[src/rtl/power_spectrum_packetizer.sv]
// Serialises one sweep of wide power words into a byte AXI-Stream frame: 16-bit sequence
// header, then payload bytes MSB-first. Define PEAK_TRAILER_EN to append a peak-index trailer.
module power_spectrum_packetizer #(
  parameter int unsigned DATA_WIDTH = 88,
  parameter int unsigned MAX_BINS   = 181,
  parameter int unsigned IDX_WIDTH  = 8
) (
  input  logic                  clk,
  input  logic                  rst,
  input  logic [DATA_WIDTH-1:0] s_axis_tdata,
  input  logic                  s_axis_tvalid,
  output logic                  s_axis_tready,
  input  logic                  s_axis_tlast,
  output logic [7:0]            m_axis_tdata,
  output logic                  m_axis_tvalid,
  input  logic                  m_axis_tready,
  output logic                  m_axis_tlast,
  output logic                  overflow
);

  localparam int unsigned Bytes    = DATA_WIDTH / 8;
  localparam int unsigned CntWidth = $clog2(Bytes) + 1;

  typedef enum logic [2:0] {
    StIdle,
    StHdr,
    StPayload,
    StWait,
    StEnd,
`ifdef PEAK_TRAILER_EN
    StTrailer,
`endif
    StDiscard
  } state_e;

  state_e                state_q, state_d;
  logic [DATA_WIDTH-1:0] word_q, word_d;
  logic                  last_q, last_d;
  logic                  trunc_q, trunc_d;
  logic [IDX_WIDTH-1:0]  bin_q, bin_d;
  logic [CntWidth-1:0]   cnt_q, cnt_d;
  logic [15:0]           seq_q, seq_d;
  logic [7:0]            m_tdata_q, m_tdata_d;
  logic                  m_tvalid_q, m_tvalid_d;
  logic                  m_tlast_q, m_tlast_d;
  logic                  overflow_q, overflow_d;
`ifdef PEAK_TRAILER_EN
  logic [DATA_WIDTH-1:0] peak_val_q, peak_val_d;
  logic [IDX_WIDTH-1:0]  peak_idx_q, peak_idx_d;
  logic [15:0]           trailer_word;
  assign trailer_word = 16'(peak_idx_q);
`endif

  logic                 accept;
  logic                 out_free;
  logic [IDX_WIDTH-1:0] accept_bin;
  logic                 at_limit;

  assign s_axis_tready = (state_q == StIdle) || (state_q == StWait) || (state_q == StDiscard);
  assign accept        = s_axis_tvalid && s_axis_tready;
  // Output register may be reloaded when empty or being drained this cycle.
  assign out_free      = !m_tvalid_q || m_axis_tready;
  assign accept_bin    = (state_q == StIdle) ? '0 : bin_q + 1'b1;
  assign at_limit      = (accept_bin == IDX_WIDTH'(MAX_BINS - 1));

  assign m_axis_tdata  = m_tdata_q;
  assign m_axis_tvalid = m_tvalid_q;
  assign m_axis_tlast  = m_tlast_q;
  assign overflow      = overflow_q;

  always_comb begin
    state_d    = state_q;
    word_d     = word_q;
    last_d     = last_q;
    trunc_d    = trunc_q;
    bin_d      = bin_q;
    cnt_d      = cnt_q;
    seq_d      = seq_q;
    m_tdata_d  = m_tdata_q;
    m_tvalid_d = m_tvalid_q;
    m_tlast_d  = m_tlast_q;
    overflow_d = 1'b0;
`ifdef PEAK_TRAILER_EN
    peak_val_d = peak_val_q;
    peak_idx_d = peak_idx_q;
`endif
    if (m_tvalid_q && m_axis_tready) begin
      m_tvalid_d = 1'b0;
      m_tlast_d  = 1'b0;
    end

    case (state_q)
      StIdle, StWait: begin
        if (accept) begin
          word_d     = s_axis_tdata;
          last_d     = s_axis_tlast || at_limit;
          trunc_d    = !s_axis_tlast && at_limit;
          overflow_d = !s_axis_tlast && at_limit;
          bin_d      = accept_bin;
`ifdef PEAK_TRAILER_EN
          // Strictly greater: the first occurrence of the maximum wins.
          if ((state_q == StIdle) || (s_axis_tdata > peak_val_q)) begin
            peak_val_d = s_axis_tdata;
            peak_idx_d = accept_bin;
          end
`endif
          if (state_q == StIdle) begin
            cnt_d   = '0;
            state_d = StHdr;
          end else begin
            cnt_d   = CntWidth'(Bytes - 1);
            state_d = StPayload;
          end
        end
      end
      StHdr: begin
        if (out_free) begin
          m_tvalid_d = 1'b1;
          m_tlast_d  = 1'b0;
          if (cnt_q == '0) begin
            m_tdata_d = seq_q[15:8];
            cnt_d     = 1;
          end else begin
            m_tdata_d = seq_q[7:0];
            cnt_d     = CntWidth'(Bytes - 1);
            state_d   = StPayload;
          end
        end
      end
      StPayload: begin
        if (out_free) begin
          m_tvalid_d = 1'b1;
          m_tlast_d  = 1'b0;
          m_tdata_d  = word_q[8*cnt_q +: 8];
          if (cnt_q != '0) begin
            cnt_d = cnt_q - 1'b1;
          end else if (!last_q) begin
            state_d = StWait;
          end else begin
`ifdef PEAK_TRAILER_EN
            state_d = StTrailer;
`else
            m_tlast_d = 1'b1;
            state_d   = StEnd;
`endif
          end
        end
      end
`ifdef PEAK_TRAILER_EN
      StTrailer: begin
        if (out_free) begin
          m_tvalid_d = 1'b1;
          if (cnt_q == '0) begin
            m_tdata_d = trailer_word[15:8];
            m_tlast_d = 1'b0;
            cnt_d     = 1;
          end else begin
            m_tdata_d = trailer_word[7:0];
            m_tlast_d = 1'b1;
            state_d   = StEnd;
          end
        end
      end
`endif
      StEnd: begin
        // Only the tlast byte can be in the output register here.
        if (m_tvalid_q && m_axis_tready) begin
          seq_d   = seq_q + 16'd1;
          state_d = trunc_q ? StDiscard : StIdle;
        end
      end
      StDiscard: begin
        if (accept && s_axis_tlast) state_d = StIdle;
      end
      default: state_d = StIdle;
    endcase
  end

  always_ff @(posedge clk) begin
    if (rst) begin
      state_q    <= StIdle;
      word_q     <= '0;
      last_q     <= 1'b0;
      trunc_q    <= 1'b0;
      bin_q      <= '0;
      cnt_q      <= '0;
      seq_q      <= '0;
      m_tdata_q  <= '0;
      m_tvalid_q <= 1'b0;
      m_tlast_q  <= 1'b0;
      overflow_q <= 1'b0;
`ifdef PEAK_TRAILER_EN
      peak_val_q <= '0;
      peak_idx_q <= '0;
`endif
    end else begin
      state_q    <= state_d;
      word_q     <= word_d;
      last_q     <= last_d;
      trunc_q    <= trunc_d;
      bin_q      <= bin_d;
      cnt_q      <= cnt_d;
      seq_q      <= seq_d;
      m_tdata_q  <= m_tdata_d;
      m_tvalid_q <= m_tvalid_d;
      m_tlast_q  <= m_tlast_d;
      overflow_q <= overflow_d;
`ifdef PEAK_TRAILER_EN
      peak_val_q <= peak_val_d;
      peak_idx_q <= peak_idx_d;
`endif
    end
  end

endmodule
[config.mk]
export PLATFORM = sky130hd
export DESIGN_NAME = power_spectrum_packetizer
export DESIGN_NICKNAME = d
export VERILOG_FILES = /design/src/rtl/power_spectrum_packetizer.sv
export SDC_FILE = /design/constraint.sdc
export NUM_CORES = 1
export LEC_CHECK = 0
export BUFFER_PORTS_ARGS = -buffer_cell sky130_fd_sc_hd__buf_2
export CAP_MARGIN = 20
export CORE_MARGIN = 10
export CORE_UTILIZATION = 25
export DETAILED_ROUTE_END_ITERATION = 8
export PLACE_DENSITY = 0.43
export SLEW_MARGIN = 15
export SYNTH_ARGS = -nofsm -noshare
export SYNTH_HDL_FRONTEND = slang
export SYNTH_SLANG_ARGS = --single-unit
[constraint.sdc]
create_clock -name clk -period 5.3 [get_ports clk]
set_clock_uncertainty 0.1 [all_clocks]
set_input_delay 0.795 -clock clk [delete_from_list [all_inputs] [get_ports clk]]
set_output_delay 0.795 -clock clk [all_outputs]
set_load 0.005 [all_outputs]
# Word level (Yosys, flattened, before mapping)
# Index checks and enable logic that the tools add are counted.
# word_totals
wordCells	86
reg_bits	133
mem_bits_rw	0
n_memories	0
rom_bits	0
latchBits	0
out_inout_bits	12
# classes
mux	32
n_bitwise	2
addsub	3
n_lt_le_gt_ge	0
shift	1
n_eq_ne	14
n_mul	0
div	0
n_reduce_logical	23
# op_table
operator	count
$shiftx 88x9->8	1
$mux 8	4
$mux 3	9
$mux 5	4
$add 16x1->16 const B	1
$pmux 8 s2	1
$pmux 3 s5	1
$pmux 5 s3	1
$ne 2x2->1 const B	7
$add 8x1->8 const B	1
$eq 8x8->1 const B	1
$mux 1	8
$mux 4	2
$reduce_and 7->1	1
$eq 3x2->1 const B	2
$eq 3x3->1 const B	2
$logic_not 5->1	1
$reduce_and 5->1	1
$reduce_bool 5->1	1
$sub 5x1->5 const B	1
$logic_and 1x1->1	4
$logic_or 1x1->1	4
$reduce_and 2->1	2
$reduce_or 2->1	2
11 further kinds	13

# Logic depth before layout (Yosys ltp)
# logic_depth
ltp_word	7
mapped_depth	11
ltp_nobuf	7

# Worst setup path before layout
# No wires, ideal clock.
# synth_timing
path_kind	register to register
from	reg cnt_q[0]
to	reg cnt_q[3]
setup_slack_ns	2.649
t_arrival_ns	2.435
path_stages_with_launch	11
setup_ns	0.116
required_ns	5.084
cell_sequence	dfxtp_1 > buf_2 > buf_2 > clkbuf_1 > inv_1 > ha_1 > nor4b_2 > buf_2 > a2111oi_0 > o21ai_0 > o211a_1
# synth_via
elab_chain_cells	4
word_cells_on_any_way	10
cone_classes	add/sub (1); eq/ne (1); mux (5); reduce/logical (3)
# synth_lines
item	line	source
start, declared	41	logic [CntWidth-1:0] cnt_q, cnt_d;
start signal, assigned	202	cnt_q <= cnt_d;
$sub 5x1->5 or $logic_not 5->1 (tied branches)	136, 120	
$mux 5 or $mux 4 (tied branches)	135, 120	
$mux 5 (on tied branches)	131, 117	
$pmux 5 s3	92	case (state_q)
# Parallel ways exist; a longest one is shown, timed or not. The select of a mux whose other input is x is not followed.
# A chain may end at the register's enable or synchronous reset.

# Final worst setup path
# layout_timing
from	reg cnt_q[0]
to	reg cnt_q[1]
# Same word-level chain as after synthesis.

==> summary.md <==
| Metric | Value |
|---|---|
| CP Launch Type | flop |
| Top delay family on crit path | flip-flops |
| Clock tree root driver cell | clkbuf_16 |
| Logic pwr share | 32.8% |
| Pint | 2450 uW |
| Layout cells sized above 1 | 19.1% |
| Maxcap violations | 0 |
| Final nets | 917 |
| Hold EP | word_q[39] |
| RSZ-0062 raised after global routing | no |
| DR iter-0 viols | 274 |
| R2R depth | 7 |
| Dominant cell type by area after synthesis | dfxtp_1 |
| Most frequent cell after synthesis | nand2_1 |
| ANT nets after route | 0 |
| Part of the power in registers | 35.6% |
| ANT cells | 0 |
| CTS H-tree lvls | 4 |
| Maximum VDD drop | 0.000201 V |
| Vias per inst | 4.57 |
| CTS resizes | 0 |
| R2r startpoint | cnt_q[0] |
| Final Cycle Share | 54.6% |
| Pin count of the biggest net entering global routing | 93 |
| Routed WL per cell | 15.8 um |
| Crit-path cells | inv_1 -> ha_1 -> nor4b_2 -> buf_4 -> a2111oi_0 -> o21ai_0 -> o211a_1 |
| Syn nets | 849 |
| Final WS setup | 2.41 ns |
| Slew @ Worst Pin | 1.01 ns |
| Syn_area_per_cell | 8.06 um2 |
| First-pass GRT wire length | 29000 um |
| Pre-CTS WS | 2.35 ns |
| Ys async rst share | 0% |
| Ports | 105 |
| Worst Hold Depth | 2 |
| Num CTS Buffers | 17 |
| Setup TNS | 0 ns |
| Worst-path clk slew | 0.06 ns |
| Yosys cell types | 49 |
| Die Y | 176 um |
| Synth Instances | 753 |
| Wl on met1 | 9200 um |
| Sw power | 1460 uW |
| Die Wd | 176 um |
| Vias in the first global route | 5363 |
| Status | completed |
| Mapped cell area | 6070 um2 |
| Top-area cell type share of the netlist area | 43.9% |
| GR Util All Layers | 11.8% |
| Pre-antenna DRT Iters | 4 |
| Reg-to-reg slack, setup | 2.41 ns |
| Required @ worst endpoint | 5.51 ns |
| Total die area | 30900 um2 |
| CP Capture Type | flop |
| Post-synth EDFFs | 0 |
| Switching fraction of total power | 37.4% |
| Worst r2r dst | cnt_q[1] |
| Ys Warns | 0 |
| CTS tree | built |
| Worst-Skew Late Latency | 0.42 ns |
| Max-Slew Margin vs Limit | 32.7% |
| Sequential area share after synthesis | 43.9% |
| Setup-failing EPs final | 0 |
| Setup CP Type | flop to flop |
| P_leak | 0.00278 uW |
| Min Tclk post-route | 2.89 ns |
| Synth cell count leaders | nand2_1, dfxtp_1, a21oi_1 |
| Hold Vio Cnt, Final | 0 |
| Total grt overflow | 0 |
| Crit path buf inv count | 2 |
| CORE AREA | 23700 um2 |
| Clk pwr share | 31.6% |
| Finished Cell Area | 7420 um2 |
| Final count of pins violating max slew | 0 |
| Gpl congestion | 0.785 |
| IO buf count | 104 |
| Min-delay worst type | flop to flop |
| Met3 routed WL | 727 um |
| Synth Register Bits | 133 |
| Met2 Wirelength | 8100 um |
| Starting density of the core | 25.6% |
| Dpl cell area | 6800 um2 |
| CTS sink cnt | 133 |
| Total Wirelength | 18200 um |
| Area growth, synth to finish | 22.2% |
| Crit path max fanout | 36 |
| Remaining DRCs | 0 |
| Slowest CP cell | dfxtp_2 |
| Top_reg_cell synth | dfxtp_1 |
| DR top layer | met4 |
| Worst hold start | word_q[39] |
| DP HPWL | 12800 um |
| Post-CTS setup buffer count | 0 |
| Max incr delay on CP | 0.98 ns |
| F_max | 0.346 GHz |
| Clock Tree Buf Depth | 2 |
| Row count | 56 |
| Cts hold-fix bufs | 0 |
| WP data arrival | 3.10 ns |
| Routed vias | 5271 |
| Pwr/cell area | 526 nW/um2 |
| Ranking of synthesized cells by area | dfxtp_1, nand2_1, a21oi_1, mux2i_1, mux4_2 |
| Initial antenna violation count | 0 |
cell families (layout without fill, tap and decap cells):
| logic type | Yosys count | after routing | synth area share [%] |
|---|---|---|---|
| and+or+nand+nor | 308 | 308 | 22.2 |
| xor gates and xnor gates | 17 | 17 | 2.58 |
| AOI/OAI and AO/OA | 183 | 183 | 17.8 |
| muxes | 42 | 42 | 8.60 |
| adders and majority gates | 3 | 3 | 0.619 |
| buffers and inverters | 67 | 148 | 4.37 |
| DFF | 133 | 133 | 43.9 |
per-layer routing:
metal  track usage, %  vias up
li1                 -     2726
met1             15.7     2448
met2             17.8       86
met3             3.52       11
met4             3.71        0
met5                0        -
area by class of cell:
class,count,area [um2]
Sequential cell,133,2660
Timing Repair Buffer,110,568
Fill cell,2628,16300
Multi-Input combinational cell,553,3150
Tap cell,319,399
Clock inverter,13,173
Inverter,6,22.5
Clock buffer,19,443
power by group through the flow:
stage,Sequential (uW),Combinational [uW],Clock (uW)
final,1390,1280,1230
after global routing,1430,1460,1310
after CTS,1390,1310,1270
after detailed placement,1410,1300,0
after global placement,1410,1310,0
after floorplan,1320,972,0
placed cells by master (no fill, tap or decap), drive strengths merged, types with 2 or more instances in the layout:
cell type / count
buf: 110
or3: 6
and3: 5
a31oi: 3
clkinv: 4
nor4: 4
a21oi: 114
o211a: 2
clkbuf: 19
ha: 3
mux4: 8
nand3b: 4
and2: 5
nand2b: 5
nor3: 6
bufinv: 3
or3b: 2
o2111ai: 2
a211oi: 3
nor3b: 2
xnor2: 7
clkinvlp: 3
nand2: 194
nand4: 8
nand3: 12
nor2b: 5
o2bb2ai: 16
o21ai: 29
mux2i: 33
nor2: 46
dfxtp: 133
inv: 9
xor2: 10
a221o: 8
registers in the layout, summed over array words and instances (netlist names), 3 cells and up:
register      flops
word_q           88
seq_q            16
bin_q             8
m_axis_tdata      8
cnt_q             5
state_q           3
tightest hold or removal path, stage by stage (launching register included):
cell and delay, ns:
dfxtp_1 0.31, nand2_1 0.05, a21oi_1 0.05
metrics by stage:
stage	power [uW]	instances	util, %	hold WS (ns)
final	3900	1153	31.3	0.354
after CTS	3970	1153	31.3	0.355
after global routing	4200	1153	31.3	0.364
after floorplan	2290	753	-	0.333
after global placement	2720	1121	28.7	0.341
after detailed placement	2710	1121	28.7	0.347
worst max-delay path by stage:
| stage | startpoint | to | slack, ns | cells after the start |
|---|---|---|---|---|
| floorplan | cnt_q[0] | cnt_q[3] | 2.65 | 10 |
| global placement | cnt_q[0] | state_q[1] | 2.43 | 8 |
| detailed placement | cnt_q[0] | cnt_q[1] | 2.35 | 7 |
| CTS | cnt_q[0] | cnt_q[1] | 2.34 | 7 |
| global route | cnt_q[0] | cnt_q[3] | 2.01 | 7 |
| finish | cnt_q[0] | cnt_q[1] | 2.41 | 7 |
Power figures use the tool's default switching activity.
